$ cat src/rtl/alu_pkg.sv
// Shared constants, opcode map and FSM state type for the ALU issue controller.
package alu_pkg;

   localparam int unsigned W    = 19;
   localparam int unsigned OPW  = 5;
   localparam int unsigned IMMW = 10;

   localparam logic [4:0] OP_ADD     = 5'b00000;
   localparam logic [4:0] OP_SUB     = 5'b00001;
   localparam logic [4:0] OP_MUL     = 5'b00010;
   localparam logic [4:0] OP_DIV     = 5'b00011;
   localparam logic [4:0] OP_AND     = 5'b00100;
   localparam logic [4:0] OP_OR      = 5'b00101;
   localparam logic [4:0] OP_XOR     = 5'b00110;
   localparam logic [4:0] OP_SHL     = 5'b00111;
   localparam logic [4:0] OP_MAC     = 5'b01000;
   localparam logic [4:0] OP_ADDI    = 5'b01001;
   localparam logic [4:0] OP_SUBI    = 5'b01010;
   localparam logic [4:0] OP_ANDI    = 5'b01011;
   localparam logic [4:0] OP_XORI    = 5'b01100;
   localparam logic [4:0] OP_ORI     = 5'b01101;
   localparam logic [4:0] OP_ACC_CLR = 5'b01110;

   localparam logic [4:0]  ILLEGAL_MIN = 5'b10101;
   localparam logic [18:0] DIV0_RESULT = 19'h7FFFF;

   typedef enum logic [1:0] {
      IDLE    = 2'd0,
      EXEC    = 2'd1,
      MAC_ADD = 2'd2,
      RESP    = 2'd3
   } state_t;

   // Opcode actually presented to the ALU when a request is accepted.
   function automatic logic [4:0] alu_issue_opcode(input logic [4:0] op);
      if (op == OP_MAC)
         return OP_MUL;
      else if (op == OP_ACC_CLR || op >= ILLEGAL_MIN)
         return OP_ADD;
      else
         return op;
   endfunction

endpackage

$ cat src/rtl/rr_arb2.sv
// Two-way round-robin arbiter; the pointer moves past the winner on each accept.
module rr_arb2 (
   input  logic       clk,
   input  logic       rst_n,
   input  logic [1:0] req,
   input  logic       en,
   output logic [1:0] gnt,
   output logic       gnt_id
);

   logic ptr;

   always_comb begin
      gnt_id = ptr;
      if (!req[ptr])
         gnt_id = ~ptr;
      gnt = '0;
      if (en && (|req))
         gnt[gnt_id] = 1'b1;
   end

   always_ff @(posedge clk or negedge rst_n) begin
      if (!rst_n)
         ptr <= 1'b0;
      else if (en && (|req))
         ptr <= ~gnt_id;
   end

endmodule

$ cat src/rtl/alu_issue_ctrl.sv
// Two-requester issue controller time-sharing one external combinational ALU,
// with two-step MAC against private per-requester accumulators.
module alu_issue_ctrl #(
   parameter int unsigned W    = 19,
   parameter int unsigned OPW  = 5,
   parameter int unsigned IMMW = 10,
   parameter int unsigned TAGW = 4
) (
   input  logic              clk,
   input  logic              rst_n,
   input  logic [1:0]        req_valid,
   output logic [1:0]        req_ready,
   input  logic [2*OPW-1:0]  req_opcode,
   input  logic [2*W-1:0]    req_op1,
   input  logic [2*W-1:0]    req_op2,
   input  logic [2*IMMW-1:0] req_imm,
   input  logic [2*TAGW-1:0] req_tag,
   output logic [W-1:0]      alu_op1,
   output logic [W-1:0]      alu_op2,
   output logic [OPW-1:0]    alu_opcode,
   output logic [IMMW-1:0]   alu_imm,
   input  logic [W-1:0]      alu_result,
   output logic              rsp_valid,
   input  logic              rsp_ready,
   output logic              rsp_id,
   output logic [TAGW-1:0]   rsp_tag,
   output logic [W-1:0]      rsp_data,
   output logic              rsp_err,
   output logic              busy
);

   import alu_pkg::*;

   state_t          state, state_nxt;
   logic [1:0]      gnt;
   logic            gnt_id;
   logic            arb_en;
   logic [OPW-1:0]  cur_op;
   logic [W-1:0]    acc [2];

   logic [OPW-1:0]  sel_opc;
   logic [W-1:0]    sel_op1, sel_op2;
   logic [IMMW-1:0] sel_imm;
   logic [TAGW-1:0] sel_tag;

   rr_arb2 u_arb (
      .clk    (clk),
      .rst_n  (rst_n),
      .req    (req_valid),
      .en     (arb_en),
      .gnt    (gnt),
      .gnt_id (gnt_id)
   );

   always_comb begin
      sel_opc = gnt_id ? req_opcode[2*OPW-1:OPW]   : req_opcode[OPW-1:0];
      sel_op1 = gnt_id ? req_op1[2*W-1:W]          : req_op1[W-1:0];
      sel_op2 = gnt_id ? req_op2[2*W-1:W]          : req_op2[W-1:0];
      sel_imm = gnt_id ? req_imm[2*IMMW-1:IMMW]    : req_imm[IMMW-1:0];
      sel_tag = gnt_id ? req_tag[2*TAGW-1:TAGW]    : req_tag[TAGW-1:0];
   end

   always_ff @(posedge clk or negedge rst_n) begin
      if (!rst_n)
         state <= IDLE;
      else
         state <= state_nxt;
   end

   always_comb begin
      state_nxt = state;
      arb_en    = (state == IDLE);
      req_ready = gnt;
      rsp_valid = (state == RESP);
      busy      = (state != IDLE);
      unique case (state)
         IDLE:    if (|gnt) state_nxt = EXEC;
         EXEC:    state_nxt = (cur_op == OP_MAC) ? MAC_ADD : RESP;
         MAC_ADD: state_nxt = RESP;
         RESP:    if (rsp_ready) state_nxt = IDLE;
         default: state_nxt = IDLE;
      endcase
   end

   // On the MAC multiply step the ALU operand registers are reloaded with
   // product and accumulator, so the add reads only registered values.
   always_ff @(posedge clk or negedge rst_n) begin
      if (!rst_n) begin
         cur_op     <= '0;
         alu_op1    <= '0;
         alu_op2    <= '0;
         alu_opcode <= '0;
         alu_imm    <= '0;
         rsp_id     <= 1'b0;
         rsp_tag    <= '0;
         rsp_data   <= '0;
         rsp_err    <= 1'b0;
         acc[0]     <= '0;
         acc[1]     <= '0;
      end else begin
         unique case (state)
            IDLE: begin
               if (|gnt) begin
                  cur_op     <= sel_opc;
                  rsp_id     <= gnt_id;
                  rsp_tag    <= sel_tag;
                  alu_op1    <= sel_op1;
                  alu_op2    <= sel_op2;
                  alu_imm    <= sel_imm;
                  alu_opcode <= OPW'(alu_issue_opcode(5'(sel_opc)));
               end
            end
            EXEC: begin
               rsp_err  <= 1'b0;
               rsp_data <= alu_result;
               if (cur_op == OPW'(OP_ACC_CLR)) begin
                  rsp_data    <= '0;
                  acc[rsp_id] <= '0;
               end else if (cur_op >= OPW'(ILLEGAL_MIN)) begin
                  rsp_data <= '0;
                  rsp_err  <= 1'b1;
               end else if (cur_op == OPW'(OP_DIV) && alu_op2 == '0) begin
                  rsp_data <= W'(DIV0_RESULT);
                  rsp_err  <= 1'b1;
               end else if (cur_op == OPW'(OP_MAC)) begin
                  alu_op1    <= alu_result;
                  alu_op2    <= acc[rsp_id];
                  alu_opcode <= OPW'(OP_ADD);
               end
            end
            MAC_ADD: begin
               rsp_data    <= alu_result;
               rsp_err     <= 1'b0;
               acc[rsp_id] <= alu_result;
            end
            default: ;
         endcase
      end
   end

endmodule

$ cat config.mk
export PLATFORM = sky130hd
export DESIGN_NAME = alu_issue_ctrl
export DESIGN_NICKNAME = d
export VERILOG_FILES = /design/src/rtl/alu_pkg.sv /design/src/rtl/rr_arb2.sv /design/src/rtl/alu_issue_ctrl.sv
export SDC_FILE = /design/constraint.sdc
export NUM_CORES = 1
export LEC_CHECK = 0
export ABC_AREA = 0
export CAP_MARGIN = 15
export CORE_MARGIN = 10
export CORE_UTILIZATION = 40
export CTS_BUF_LIST = sky130_fd_sc_hd__clkbuf_8 sky130_fd_sc_hd__clkbuf_16
export DETAILED_ROUTE_END_ITERATION = 16
export PLACE_DENSITY = 0.82
export RECOVER_POWER = 100
export SETUP_SLACK_MARGIN = 0.05
export SYNTH_ARGS = -nofsm -noshare
export SYNTH_HDL_FRONTEND = slang
export SYNTH_SLANG_ARGS = --single-unit
$ cat constraint.sdc
create_clock -name clk -period 3.3 [get_ports clk]
set_input_delay 0.66 -clock clk [delete_from_list [all_inputs] [get_ports clk]]
set_output_delay 0.66 -clock clk [all_outputs]
set_load 0.01 [all_outputs]
# --- Word-level counts from Yosys, hierarchy flattened ---
# Cells that the tools add are included.
word_totals:
  reg_bits: 124
  inputBits: 138
  word_cells: 107
op_classes:
  n_lt_le_gt_ge: 7
  eq_ne: 15
  n_mux: 51
  n_bitwise: 5
  n_reduce_logical: 16
op_table:
  columns: ["cell", "count"]
  rows:
  - ["19-bit 2-to-1 mux", 19]
  - ["19-bit one-hot mux with 2 select lines", 3]
  - ["38-bit one-hot mux with 2 select lines", 1]
  - ["5-bit 2-to-1 mux", 8]
  - ["38-bit bitwise AND", 1]
  - ["38-bit bitwise mux", 1]
  - ["38-bit 2-to-1 mux", 1]
  - ["38-bit NOT", 1]
  - ["5-bit by 4-bit == test with 1-bit output, second input constant", 4]
  - ["19-bit demux with 1-bit select", 1]
  - ["19-bit logical NOT", 1]
  - ["2-bit inequality test, second input constant", 6]
  - ["5-bit >= comparator, second input constant", 2]
  - ["10-bit 2-to-1 mux", 1]
  - ["5-bit one-hot mux with 2 select lines", 1]
  - ["1-bit 2-to-1 mux", 8]
  - ["2-bit one-hot mux with 4 select lines", 1]
  - ["2-bit 2-to-1 mux", 3]
  - ["2-bit AND reduction", 3]
  - ["6-bit AND reduction", 1]
  - ["2-bit nonzero test", 3]
  - ["5-bit by 2-bit == test with 1-bit output, second input constant", 1]
  - ["2-bit == test, second input constant", 2]
  - ["1-bit logical AND", 4]
  - ["14 further kinds", 17]

# --- Depth between registers and ports, before layout ---
# Gate-level depths: netlist (run 1).
depth:
  ltp_word: 11
  mapped_depth: 8
  depth_no_buf: 7

# --- By module ---
# Synthesis (run 1) repeated with hierarchy kept, for this count alone.
unflattened:
  hier_cells: 577
  area_unflattened_um2: 6184.7
by_module_without_submodules:
  columns: ["mod", "n_inst", "cells_per_inst", "area_per_inst_um2", "seq_area_each_um2"]
  rows:
  - ["alu_issue_ctrl", 1, 567, 6114.6, 3078.0]
  - ["rr_arb2", 1, 10, 70.1, 25.0]

# --- Worst setup path after synthesis (run 1) ---
# OpenSTA, ideal clock, no wires.
synth_path:
  path_type: "in2out"
  startpoint: "input req_valid[1]"
  endpoint: "output req_ready[0]"
  arrival_ns: 1.589
  t_required_ns: 2.640
  path_slack_ns: 1.051
  cell_stages: 5
  n_path_buf: 3
  cell_sequence: "o21ai_1 buf_4 buf_4 buf_4 nor2b_1"
synth_between:
  elab_chain_cells: 8
  elab_cells_between_ends: 11
  classes_between: "order compare: 2; mux: 6; reduce/logical: 3"
synth_lines:
  columns: ["item", "line", "rtl"]
  rows:
  - ["start, declared", "alu_issue_ctrl.sv:11", "input logic [1:0] req_valid,"]
  - ["1-bit 2-to-1 mux (implied by the code) (2 in a row)", "rr_arb2.sv:15", "if (!req[ptr])"]
  - ["1-bit 2-to-1 mux", "rr_arb2.sv:15", null]
  - ["1-bit by 2-bit less-than comparator with 1-bit output (implied by the code) / 1-bit >= comparator (equally long branches)", "rr_arb2.sv:19", "gnt[gnt_id] = 1'b1;"]
  - ["1-bit logical AND (implied by the code)", "rr_arb2.sv:19", null]
  - ["1-bit 2-to-1 mux (implied by the code)", "rr_arb2.sv:19", null]
  - ["1-bit demux with 1-bit select", null, null]
  - ["2-bit 2-to-1 mux *", "rr_arb2.sv:18", "if (en && (|req))"]
  - ["end, declared", "alu_issue_ctrl.sv:12", "output logic [1:0] req_ready,"]
# Every way passes the cells marked *; elsewhere a longest branch is shown, timed or not. The select of a mux whose other input is x is not followed.

# --- Worst setup path after layout (run 1) ---
layout_path:
  startpoint: "register state[1]"
  endpoint: "output req_ready[1]"
layout_between:
  elab_chain_cells: 3
layout_lines:
  columns: ["item", "line", "rtl"]
  rows:
  - ["start, declared", "alu_issue_ctrl.sv:34", "state_t state, state_nxt;"]
  - ["start signal, assigned", "alu_issue_ctrl.sv:67", "state <= state_nxt;"]
  - ["2-bit logical NOT", "alu_issue_ctrl.sv:72", "arb_en = (state == IDLE);"]
  - ["1-bit logical AND", "rr_arb2.sv:18", null]
  - ["2-bit 2-to-1 mux", "rr_arb2.sv:18", null]
# No other way between the ends.

==> summary.txt, run 1 <==
Setup repair after global routing missed its margin = no
Synthesized area per cell = 10.7 µm²
Data arrival time of the worst path = 2.28 ns
Top cell type's share of synthesized area = 0.481
Largest clock skew in the final design = 0.0112 ns
Total leakage power = 4.16 nW
Skew-Pair Late Insertion Delay = 0.42 ns
Area growth syn-to-layout = 45.2%
Detailed-route via count = 5313
Post-CTS Hold Buffers = 0
Grt met2 use = 0.300
Cell at the slowest stage of the critical path = dlygate4sd3_1
Dominant register cell in the synthesized netlist = dfrtp_1
Maximum number of pins on one net before global-route repair = 72
TritonCTS clock tree = yes
Buffers added on ports = 219
Synthesized netlist net count = 746
DP Wirelength = 14.8 mm
Result of the run = finished with violations
Most used routing layer in global routing = met2
FF+latch count, synth = 124
Power per standard cell area = 956 nW/µm²
Fraction of final layout cells sized beyond drive strength 1 = 0.137
Height of the die = 147 µm
Number of enable-type register cells in the synthesized netlist = 0
Violations in the final reports = max-capacitance violations, max-slew violations
Category of the worst setup path capture point = output port
Req. time, crit path = 2.64 ns
GR met1 Demand/Resource = 0.215
Crit path cell chain = inv_1, ha_1, o21ai_0, nor2_1, dlygate4sd3_1
Detailed Routing Iterations Pass 1 = 5
Startpoint kind of the worst setup timing path = flip-flop
Core region area = 15800 µm²
Max transition margin = -0.258
Wire length per cell = 18.9 µm
DP Worst Slack = 0.546 ns
Setup slack on the worst flop-to-flop path = 0.49 ns
Met3 routing resource usage after global routing = 0.0593
CTS Root Buffer Type = clkbuf_16
Via count of the first global-routing pass = 5610
First-pass GRT wire length = 31.0 mm
Level count of the clock H-tree = 4
Unique masters post-synth = 48
Worst Reg2Reg Path Length in Cells = 6
Post-CTS setup-driven buffer insertion count = 0
Detailed router's first-iteration violation count = 259
Remaining antenna violation count = 0
Post-route fraction of the period consumed by the critical path = 0.890
Worst Hold Endpoint = rsp_tag[2]
YS warnings = 0
Critical-path maximum fanout = 5
Cell accounting for the most synthesized area = dfrtp_1
Max Slew Vio Count = 112
Antenna diode count = 0
Count of maximum capacitance violations = 2
Hold path cells = 2
Vias per cell = 5.10
Minimum setup slack in the final design = 0.362 ns
Clock period minus final worst setup slack = 2.94 ns
Post-cts gate resize count = 0
Die footprint = 21600 µm²
Fraction of registers with async set or reset after synthesis = 1.00
Count of final hold-check violations = 0
Global placer's final weighted congestion = 0.868
Total grt overflow = 0
Clock tree sinks = 124
Number of buffers between clock root and the deepest sink = 2
Total clock buffers created by CTS = 17
Worst min path class = reg2reg
Top-Level Pins = 220
Summed negative setup slack over all endpoints = 0 ns
Initial core utilization = 0.407
Most common library cell in the layout ignoring fill and taps = clkdlybuf4s50_1
Post-Syn Instances = 603
Origin of the worst min-delay path = rsp_tag[2]
All-Layer GR Usage = 0.181
Peak supply drop = 0.000444 V
Row count = 46
Top library cells by usage in the layout, fill and taps aside = clkdlybuf4s50_1, dfrtp_1, dlygate4sd3_1
Total length of routed wires = 19.7 mm
Chip width = 147 µm
Initial antenna violation count = 0
Largest stage delay on the critical path = 0.64 ns
Post-Syn Area = 6450 µm²
Number of inserted filler cells in the final layout = 1284
Dominant cells by area after synthesis = dfrtp_1, mux2_2, mux2i_1
Achievable frequency = 340 MHz
Endpoints failing setup = 0
Sequential share of the synthesized area = 0.481
Reg clk slew, reported paths = 0.06 ns
Nets@finish = 956
Kind of critical path = reg2out
Worst-margin pin slew = 1.89 ns
Overall power of the completed layout = 8.95 mW
Reg2Reg Capture Point = acc[17]
Residual DRC = 0
Startpoint of the worst register-to-register path = state[1]
-- worst max-delay path by stage --
stage / start / endpoint / slack [ns] / depth (start not counted)
after floorplan: req_valid[1] / req_ready[0] / 1.05 / 5
after global placement: req_valid[1] / req_ready[1] / 0.57 / 4
after detailed placement: req_valid[1] / req_ready[1] / 0.55 / 4
after CTS: state[1] / req_ready[1] / 0.47 / 5
after global routing: state[0] / req_ready[1] / 0.21 / 5
final: state[1] / req_ready[1] / 0.36 / 5
-- cells in the mapped netlist (3+ instances only) --
library cell / count
o21ai_0: 77
buf_1: 5
mux2i_1: 55
and2_1: 19
a32o_1: 4
a311oi_1: 19
mux2_2: 62
mux2_1: 20
nand2b_1: 3
o211ai_1: 3
buf_4: 4
inv_1: 26
dfrtp_1: 124
clkbuf_1: 18
nor4_1: 6
nand2_1: 79
nor2b_1: 3
ha_1: 5
buf_2: 11
nor2_1: 23
-- critical path, delay by kind of cell (launching register included) --
family,cells,cell delay (ns)
adders and majority gates,1,0.27
AOI/OAI and AO/OA,1,0.19
and+or+nand+nor,1,0.21
DFF,1,0.42
buffers and inverters,2,0.77
-- state kept, by name, indices dropped and copies added, names as in the netlist --
| signal | flops |
|---|---|
| alu_op2 | 19 |
| rsp_id | 1 |
| alu_imm | 10 |
| rsp_tag | 4 |
| state | 2 |
| alu_opcode | 5 |
| alu_op1 | 19 |
| acc | 38 |
| rsp_data | 19 |
| u_arb.ptr | 1 |
| rsp_err | 1 |
| cur_op | 5 |
-- routing by layer --
metal / vias up / share of wire
li1: 2560 / -
met1: 2554 / 0.43
met2: 176 / 0.49
met3: 23 / 0.059
met4: 0 / 0.021
met5: - / 0
-- cell type report --
cell class / instances / area, µm² / share of cell area
Inverter: 26 / 97.6 / 0.0104
Sequential cell: 124 / 3100 / 0.331
Tap cell: 216 / 270 / 0.0289
Clock buffer: 18 / 439 / 0.0469
Clock inverter: 14 / 146 / 0.0156
Multi-Input combinational cell: 412 / 3030 / 0.324
Timing Repair Buffer: 232 / 2280 / 0.243
-- through the flow --
stage / area [µm²] / hold slack (ns) / std cells / utilization
after global placement: 8830 / 0.465 / 1010 / 0.558
final: 9360 / 0.471 / 1042 / 0.592
after floorplan: 6450 / 0.364 / 603 / -
after detailed placement: 8830 / 0.469 / 1010 / 0.558
after global routing: 9360 / 0.500 / 1042 / 0.592
after CTS: 9420 / 0.277 / 1042 / 0.595
-- where the power goes --
part,switching [mW],total (mW),internal (mW)
Sequential,0.444,2.74,2.29
Clock,0.688,1.82,1.13
Combinational,2.30,4.39,2.09
-- kinds of logic after synthesis --
group / Yosys count / synth area share
and+or+nand+nor: 148 / 0.112
muxes: 138 / 0.231
DFF: 124 / 0.481
AOI/OAI and AO/OA: 121 / 0.118
buffers and inverters: 67 / 0.0481
adders and majority gates: 5 / 0.00970
Power figures use the tool's default switching activity.
==> inputs of run 2 (changes only) <==
--- a/config.mk
+++ b/config.mk
@@ -7,11 +7,10 @@
 export LEC_CHECK = 0
 export ABC_AREA = 0
 export CAP_MARGIN = 15
-export CORE_MARGIN = 10
 export CORE_UTILIZATION = 40
 export CTS_BUF_LIST = sky130_fd_sc_hd__clkbuf_8 sky130_fd_sc_hd__clkbuf_16
 export DETAILED_ROUTE_END_ITERATION = 16
-export PLACE_DENSITY = 0.82
+export PLACE_DENSITY = 0.71
 export RECOVER_POWER = 100
 export SETUP_SLACK_MARGIN = 0.05
 export SYNTH_ARGS = -nofsm -noshare
==> summary.txt, run 2 (synthesis gave the netlist of run 1 again) <==
Max transition margin = -0.0901 (was -0.258)
Total non-filler cell area in the finished layout = 9410 µm² (was 9360 µm²)
Hold Slack = 0.475 ns (was 0.471 ns)
Buffers added on ports = 219 (unchanged)
Req. time, crit path = 2.64 ns (about the same)
Largest clock skew in the final design = 0.00801 ns (was 0.0112 ns)
Result of the run = finished with violations (unchanged)
First-pass GRT wire length = 28.1 mm (was 31.0 mm)
DP Area = 8850 µm² (was 8830 µm²)
Top-Level Pins = 220 (unchanged)
Fin cells = 1044 (was 1042)
Remaining antenna violation count = 0 (unchanged)
Overall power of the completed layout = 9.02 mW (was 8.95 mW)
Detailed Routing Iterations Pass 1 = 4 (was 5)
Data arrival time of the worst path = 2.29 ns (was 2.28 ns)
Global placer's final weighted congestion = 0.881 (was 0.868)
CTS Root Buffer Type = clkbuf_16 (unchanged)
Violations in the final reports = max-capacitance violations, max-slew violations (unchanged)
Most common library cell in the layout ignoring fill and taps = clkdlybuf4s50_1 (unchanged)
Post-CTS setup-driven buffer insertion count = 0 (unchanged)
TritonCTS clock tree = yes (unchanged)
Category of the worst setup path capture point = output port (unchanged)
Initial antenna violation count = 0 (unchanged)
Startpoint of the worst register-to-register path = state[0] (was state[1])
Top library cells by usage in the layout, fill and taps aside = clkdlybuf4s50_1, dfrtp_1, dlygate4sd3_1 (unchanged)
Maximum number of pins on one net before global-route repair = 64 (was 72)
Post-route fraction of the period consumed by the critical path = 0.894 (was 0.890)
Worst-margin pin slew = 1.64 ns (was 1.89 ns)
Detailed router's first-iteration violation count = 234 (was 259)
Level count of the clock H-tree = 4 (unchanged)
Post-CTS Hold Buffers = 0 (unchanged)
Antenna diode count = 0 (unchanged)
Vias per cell = 5.13 (was 5.10)
Setup repair after global routing missed its margin = no (unchanged)
Clock period minus final worst setup slack = 2.95 ns (was 2.94 ns)
Total length of routed wires = 17.9 mm (was 19.7 mm)
Kind of critical path = in2out (was reg2out)
Register with the most flip-flops = acc (unchanged)
Nets@finish = 959 (was 956)
Peak supply drop = 0.000438 V (was 0.000444 V)
Clock tree sinks = 124 (unchanged)
All-Layer GR Usage = 0.223 (was 0.181)
Skew-Pair Late Insertion Delay = 0.42 ns (about the same)
Reg clk slew, reported paths = 0.05 ns (was 0.06 ns)
Count of final hold-check violations = 0 (unchanged)
Chip width = 129 µm (was 147 µm)
Worst Reg2Reg Path Length in Cells = 5 (was 6)
Fraction of final layout cells sized beyond drive strength 1 = 0.134 (was 0.137)
Count of maximum capacitance violations = 1 (was 2)
Core region area = 15800 µm² (unchanged)
Origin of the worst min-delay path = alu_imm[3] (was rsp_tag[2])
Total clock buffers created by CTS = 17 (unchanged)
DP Wirelength = 13.4 mm (was 14.8 mm)
Summed negative setup slack over all endpoints = 0 ns (unchanged)
Initial core utilization = 0.407 (unchanged)
Power per standard cell area = 958 nW/µm² (was 956 nW/µm²)
Die footprint = 16600 µm² (was 21600 µm²)
Total grt overflow = 0 (unchanged)
Row count = 46 (unchanged)
Number of flip-flops in the largest register = 38 (unchanged)
Number of placed instances with taps included = 1012 (was 1010)
Reg2Reg Capture Point = rsp_data[18] (was acc[17])
Startpoint kind of the worst setup timing path = input pin (was flip-flop)
Setup slack on the worst flop-to-flop path = 0.50 ns (was 0.49 ns)
Critical-path maximum fanout = 13 (was 5)
Post-cts gate resize count = 0 (unchanged)
Wire length per cell = 17.1 µm (was 18.9 µm)
Area growth syn-to-layout = 46.0% (was 45.2%)
Max Slew Vio Count = 63 (was 112)
Number of buffers between clock root and the deepest sink = 2 (unchanged)
Worst min path class = reg2reg (unchanged)
Crit path capture = req_ready[0] (was req_ready[1])
Achievable frequency = 339 MHz (was 340 MHz)
Endpoints failing setup = 0 (unchanged)
Total leakage power = 4.19 nW (was 4.16 nW)
Height of the die = 129 µm (was 147 µm)
Timing startpoint of the critical path = req_valid[0] (was state[1])
Residual DRC = 0 (unchanged)
Via count of the first global-routing pass = 5495 (was 5610)
Detailed-route via count = 5353 (was 5313)
run 2: cell types whose count changed in the layout (fill, tap and decap cells not counted), sizes merged:
cell / delta
clkinv: -4
buf: +2
clkbuf: +2
bufinv: +1
clkdlybuf4s50: +1
clkinvlp: +1
dlygate4sd3: -1
run 2: cell type report:
type,count,area (µm²)
sequential,124,3100
timing repair buffer,235,2320
fill,1320,6410
multi-input combinational,412,3030
inverter,26,97.6
clock inverter,12,148
clock buffer,19,453
tap,216,270
run 2: routing by layer:
layer	up-vias	track usage	wire (µm)
met2	162	0.384	8850
met5	-	0	0
met3	26	0.0511	1020
li1	2557	-	-
met1	2608	0.266	7560
met4	0	0.103	415
run 2: worst min path at each step:
stage,to,slack (ns),depth (start not counted)
after detailed placement,alu_imm[4],0.47,2
final,alu_imm[3],0.48,2
after CTS,rsp_data[14],0.38,1
after floorplan,acc[0],0.36,0
after global routing,acc[18],0.50,1
after global placement,acc[37],0.47,1
run 2: metrics by stage:
| step | util | setup WS, ns |
|---|---|---|
| floorplan | - | 1.05 |
| finish | 0.595 | 0.350 |
| CTS | 0.597 | 0.418 |
| detailed placement | 0.559 | 0.453 |
| global route | 0.595 | 0.201 |
| global placement | 0.559 | 0.452 |
run 2: power breakdown:
group / internal [mW] / switching, mW
Combinational: 2.16 / 2.22
Clock: 1.21 / 0.674
Sequential: 2.29 / 0.450
run 2: worst max-delay path, cell delays in order:
cell and delay [ns]:
dlygate4sd3_1 0.57, o21ai_0 0.29, buf_4 0.24, nor2b_1 0.06, clkdlybuf4s50_1 0.48
==> inputs of run 3 (changes only) <==
--- a/config.mk
+++ b/config.mk
@@ -7,10 +7,11 @@
 export LEC_CHECK = 0
 export ABC_AREA = 0
 export CAP_MARGIN = 15
-export CORE_UTILIZATION = 40
+export CORE_MARGIN = 8
+export CORE_UTILIZATION = 45
 export CTS_BUF_LIST = sky130_fd_sc_hd__clkbuf_8 sky130_fd_sc_hd__clkbuf_16
 export DETAILED_ROUTE_END_ITERATION = 16
-export PLACE_DENSITY = 0.71
+export PLACE_DENSITY = 0.78
 export RECOVER_POWER = 100
 export SETUP_SLACK_MARGIN = 0.05
 export SYNTH_ARGS = -nofsm -noshare
==> summary.txt, run 3 (synthesis gave the netlist of run 1 again) <==
CTS Root Buffer Type = clkbuf_16 (unchanged)
Height of the die = 136 µm (was 129 µm)
Die footprint = 18400 µm² (was 16600 µm²)
Clock tree sinks = 124 (unchanged)
TritonCTS clock tree = yes (unchanged)
Switching power share of the total = 0.371 (about the same)
Overall power of the completed layout = 9.05 mW (was 9.02 mW)
CP delay by family, top = buffers and inverters (unchanged)
Power per standard cell area = 969 nW/µm² (was 958 nW/µm²)
Register with the most flip-flops = acc (unchanged)
Cell at the slowest stage of the critical path = dlygate4sd3_1 (unchanged)
Kind of critical path = in2out (unchanged)
Total leakage power = 4.20 nW (was 4.19 nW)
Endpoints failing setup = 0 (unchanged)
Nets@finish = 958 (was 959)
Detailed router's first-iteration violation count = 204 (was 234)
Critical-path maximum fanout = 19 (was 13)
Detailed route wirelength on metal2 = 9.78 mm (was 8.85 mm)
Most common library cell in the layout ignoring fill and taps = clkdlybuf4s50_1 (unchanged)
Violations in the final reports = max-capacitance violations, max-slew violations (unchanged)
Summed negative setup slack over all endpoints = 0 ns (unchanged)
Buffering stage count on the worst path with inverters included = 3 (unchanged)
Area growth syn-to-layout = 44.9% (was 46.0%)
Total grt overflow = 0 (unchanged)
Max Slew Vio Count = 30 (was 63)
Req. time, crit path = 2.64 ns (about the same)
Count of maximum capacitance violations = 1 (unchanged)
Max transition margin = -0.0207 (was -0.0901)
Top-Level Pins = 220 (unchanged)
Category of the worst setup path capture point = output port (unchanged)
Detailed-route via count = 5373 (was 5353)
Via count of the first global-routing pass = 5970 (was 5495)
Clock period minus final worst setup slack = 3.05 ns (was 2.95 ns)
Setup repair after global routing missed its margin = no (unchanged)
Total length of routed wires = 19.5 mm (was 17.9 mm)
Startpoint kind of the worst setup timing path = input pin (unchanged)
Largest clock skew in the final design = 0.00657 ns (was 0.00801 ns)
WL met3 = 1.47 mm (was 1.02 mm)
Maximum number of pins on one net before global-route repair = 54 (was 64)
Wire length per cell = 19.3 µm (was 17.1 µm)
First-pass GRT wire length = 31.2 mm (was 28.1 mm)
Multi-input gate area in the final layout = 3020 µm² (was 3030 µm²)
Register area = 3100 µm² (unchanged)
Number of buffers between clock root and the deepest sink = 2 (unchanged)
Fraction of final layout cells sized beyond drive strength 1 = 0.129 (was 0.134)
Worst min path class = reg2reg (unchanged)
Residual DRC = 0 (unchanged)
Buffers added on ports = 219 (unchanged)
Top library cells by usage in the layout, fill and taps aside = clkdlybuf4s50_1, dfrtp_1, dlygate4sd3_1 (unchanged)
Sw Pwr = 3.36 mW (was 3.35 mW)
Largest stage delay on the critical path = 0.57 ns (about the same)
Vias per cell = 5.33 (was 5.13)
Highest layer used for signal routing = met4 (unchanged)
Number of flip-flops in the largest register = 38 (unchanged)
Initial antenna violation count = 0 (unchanged)
Total clock buffers created by CTS = 17 (unchanged)
Row count = 43 (was 46)
Global placer's final weighted congestion = 0.819 (was 0.881)
Antenna diode count = 0 (unchanged)
Proportion of power drawn by flip-flops and latches = 0.307 (was 0.304)
Initial core utilization = 0.463 (was 0.407)
Data arrival time of the worst path = 2.39 ns (was 2.29 ns)
Post-CTS setup-driven buffer insertion count = 0 (unchanged)
Post-CTS Hold Buffers = 0 (unchanged)
Total internal power = 5.69 mW (was 5.67 mW)
Detailed Routing Iterations Pass 1 = 5 (was 4)
Core region area = 13900 µm² (was 15800 µm²)
Count of final hold-check violations = 0 (unchanged)
Chip width = 136 µm (was 129 µm)
Met1 layer wirelength in the final routing = 7.62 mm (was 7.56 mm)
Proportion of power drawn by combinational gates = 0.478 (was 0.486)
Post-cts gate resize count = 0 (unchanged)
Skew-Pair Late Insertion Delay = 0.41 ns (was 0.42 ns)
Crit path cell chain = dlygate4sd3_1, o21ai_0, buf_4, nor2b_1, clkdlybuf4s50_1 (unchanged)
Result of the run = finished with violations (unchanged)
All-Layer GR Usage = 0.218 (was 0.223)
Reg clk slew, reported paths = 0.05 ns (about the same)
Worst-margin pin slew = 1.53 ns (was 1.64 ns)
Clk pwr share = 0.215 (was 0.210)
Level count of the clock H-tree = 4 (unchanged)
Remaining antenna violation count = 0 (unchanged)
Peak supply drop = 0.000533 V (was 0.000438 V)
Number of inserted filler cells in the final layout = 1051 (was 1320)
DP Wirelength = 15.0 mm (was 13.4 mm)
Achievable frequency = 328 MHz (was 339 MHz)
Post-route fraction of the period consumed by the critical path = 0.923 (was 0.894)
[run 3: path summary, 6_finish.rpt]
kind,start,to,slack (ns),cells past startpoint
setup / recovery,req_valid[0],req_ready[0],0.25,5
hold / removal,alu_imm[0],alu_imm[0],0.47,2
setup reg to reg,state[0],acc[9],0.47,7
hold reg to reg,alu_imm[0],alu_imm[0],0.47,2
max in group asynchronous,rst_n,alu_op2[0],0.75,2
min in group asynchronous,rst_n,acc[32],0.52,1
[run 3: power groups by stage]
stage	combinational (mW)	clock, mW	sequential (mW)
global placement	4.46	0	2.77
floorplan	2.58	0	2.90
CTS	4.63	1.97	2.80
detailed placement	4.61	0	2.82
finish	4.33	1.94	2.78
global route	4.76	2.04	2.88
[run 3: stage by stage]
stage	setup WS, ns	utilization	hold slack [ns]	instances	area [µm²]
floorplan	1.05	-	0.364	603	6450
global placement	0.446	0.631	0.463	976	8790
detailed placement	0.429	0.631	0.470	976	8790
CTS	0.367	0.675	0.297	1008	9410
global route	0.159	0.670	0.505	1008	9340
finish	0.255	0.670	0.471	1008	9340
[run 3: area by class of cell]
cell class	count	area share
sequential	124	0.332
multi-input combinational	412	0.323
timing repair buffer	234	0.243
clock buffer	23	0.0544
tap	180	0.0241
clock inverter	9	0.0125
inverter	26	0.0104
[run 3: routing by layer]
metal,vias to the layer above,GRT usage
met1,2584,0.238
met4,0,0.104
li1,2561,-
met5,-,0
met2,191,0.371
met3,37,0.0738
[run 3: worst min-delay path, stage by stage, from the launching register on]
cell	delay, ns
dfrtp_1	0.33
nand2_1	0.04
o21ai_0	0.06
==> variant: new RTL, flow settings as in run 3 <==
Make the reset (`rst_n`) synchronous in 3 clocked blocks.
--- a/src/rtl/rr_arb2.sv
+++ b/src/rtl/rr_arb2.sv
@@ -19,7 +19,7 @@
          gnt[gnt_id] = 1'b1;
    end
 
-   always_ff @(posedge clk or negedge rst_n) begin
+   always_ff @(posedge clk) begin
       if (!rst_n)
          ptr <= 1'b0;
       else if (en && (|req))
--- a/src/rtl/alu_issue_ctrl.sv
+++ b/src/rtl/alu_issue_ctrl.sv
@@ -60,7 +60,7 @@
       sel_tag = gnt_id ? req_tag[2*TAGW-1:TAGW]    : req_tag[TAGW-1:0];
    end
 
-   always_ff @(posedge clk or negedge rst_n) begin
+   always_ff @(posedge clk) begin
       if (!rst_n)
          state <= IDLE;
       else
@@ -84,7 +84,7 @@
 
    // On the MAC multiply step the ALU operand registers are reloaded with
    // product and accumulator, so the add reads only registered values.
-   always_ff @(posedge clk or negedge rst_n) begin
+   always_ff @(posedge clk) begin
       if (!rst_n) begin
          cur_op     <= '0;
          alu_op1    <= '0;
Formal check against the unedited RTL: differs if rst_n is asserted again (counterexample within 4 cycles, from zero or initial values and one cycle with rst_n low); with rst_n held inactive, the same outputs for 4 cycles.
==> variant against run 3 <==
The run still ends with capacitance limit, slew limit left; hold slack lost 0.020 ns; non-clock buffer count shrank 4; synthesized area shrank 8.6%; final area shrank 6.1%; core utilization grew 0.26 points; fmax shrank 1.0%; sequential cell count grew 1; power shrank 17%; first-iteration DRC count grew 48%; setup slack lost 0.031 ns; sequential share of layout area shrank 0.35 points; wire length shrank 7.4%; die area shrank 7.6%; combinational power shrank 27%.
==> variant: results (changes against run 3) <==
| Metric | Value |
|---|---|
| Vias in the first global route | `5375 (-10%)` |
| GRT Util Overall | `20.9% (-0.83 points)` |
| Post-synthesis mux area share | `13.1% (-9.9 points)` |
| Fillcell total | `1041 (-0.95%)` |
| Syn Nets | `728 (-2.4%)` |
| Worst r2r path cells | `5 (-2)` |
| Dominant synthesized flop cell | `dfxtp_1` |
| Global-route wire length before repair | `27600 um (-11%)` |
| Worst Path Arrival | `2.42 ns (+0.03 ns)` |
| Slowest cell delay on critical path | `0.64 ns (+0.07 ns)` |
| Synth cell count leaders | `87 x dfxtp_1, 87 x nand2_1, 57 x o21ai_0` |
| Largest cells by area after synthesis | `dfxtp_1 30%, edfxtp_1 19%, mux2i_1 9.5%` |
| Maximum vdd drop | `0.490 mV (-8.2%)` |
| Seq/Total Area, Yosys | `48.9% (+0.79 points)` |
| Placed insts | `952 (-2.5%)` |
| Number of max-cap violations | `2 (+1)` |
| Initial antenna violation count | `0 (unchanged)` |
| Post-Synth Adder-Cell Area | `1.06% (+0.091 points)` |
| Slew Viols, Final | `40 (+33%)` |
| Critical path fanouts, max | `5 (-14)` |
| Leakage power | `3.77 nW (-10%)` |
| Worst Skew | `0.00465 ns (-0.00192 ns)` |
| Synth cell types | `43 (-10%)` |
| Status | `finished, violations left` |
| Final wirelength | `18000 um (-7.4%)` |
| Routed length per instance | `18.3 um (-5.1%)` |
| Via/cell ratio | `5.36 (+0.57%)` |
| Max_slew headroom | `-13.9% (-12 points)` |
| Async SR Flop Fraction | `0% (-100 points)` |
| DP HPWL | `13400 um (-11%)` |
| Synth Area in Compound Gates | `17.3% (+5.5 points)` |
| Nets@finish | `938 (-2.1%)` |
| Share of layout cells above drive strength 1 | `8.17% (-4.8 points)` |
| DRC violation total after the first TritonRoute iteration | `302 (+48%)` |
| Largest net degree at the start of global routing | `77 (+43%)` |
| Gpl congestion | `0.829 (+1.2%)` |
| CTS resizes | `0 (unchanged)` |
| Violated checks | `capacitance limit, slew limit` |
| Diode count | `0 (unchanged)` |
variant: per-stage QoR:
stage | instance area, um2 | setup WS [ns]
after global placement | 8200 | 0.411
after CTS | 8800 | 0.280
final | 8770 | 0.224
after detailed placement | 8200 | 0.377
after global routing | 8770 | 0.0526
after floorplan | 5890 | 0.347
variant: area by class of cell:
cell class	count	share of cell area, %
flip-flops and latches	125	32.9
multi-input cells	417	31.8
repair buffers	230	25.9
clock buffers	17	4.85
well taps	176	2.51
clock inverters	15	1.95
inverters	4	0.171
variant: path summary, 6_finish.rpt:
check | startpoint | end | slack, ns
hold / removal | rsp_data[18] | rsp_data[18] | 0.45
setup reg to reg | state[0] | acc[1][18] | 0.55
hold reg to reg | rsp_data[18] | rsp_data[18] | 0.45
setup / recovery | req_valid[1] | req_ready[0] | 0.22
variant: worst min-delay path, delay by kind of cell, from the launching register on:
family / cells / cell delay [ns]
and+or+nand+nor: 1 / 0.04
DFF: 1 / 0.32
AOI/OAI and AO/OA: 1 / 0.06
variant: report_power, final:
part | internal (W) | switching (W)
clock network | 0.00118 | 0.000697
registers | 0.00215 | 0.000360
logic | 0.00152 | 0.00164
total | 0.00485 | 0.00270
variant: metal layers:
layer  wire length (um)  global-route usage (%)  vias to the layer above  part of all wire (%)
met5                  0                       0                        -                     0
met4                340                    7.16                        0                   1.9
met3               1590                    7.63                       28                   8.8
met2               8820                    34.6                      190                    49
met1               7280                    24.7                     2533                    40
li1                   -                       -                     2524                     -
variant: cell families after synthesis:
family	count (synthesis)
AND/OR/NAND/NOR	192
AO/OA/AOI/OAI	145
flip-flops	125
multiplexers	75
buffers and inverters	43
adder cells (fa/ha/maj)	5
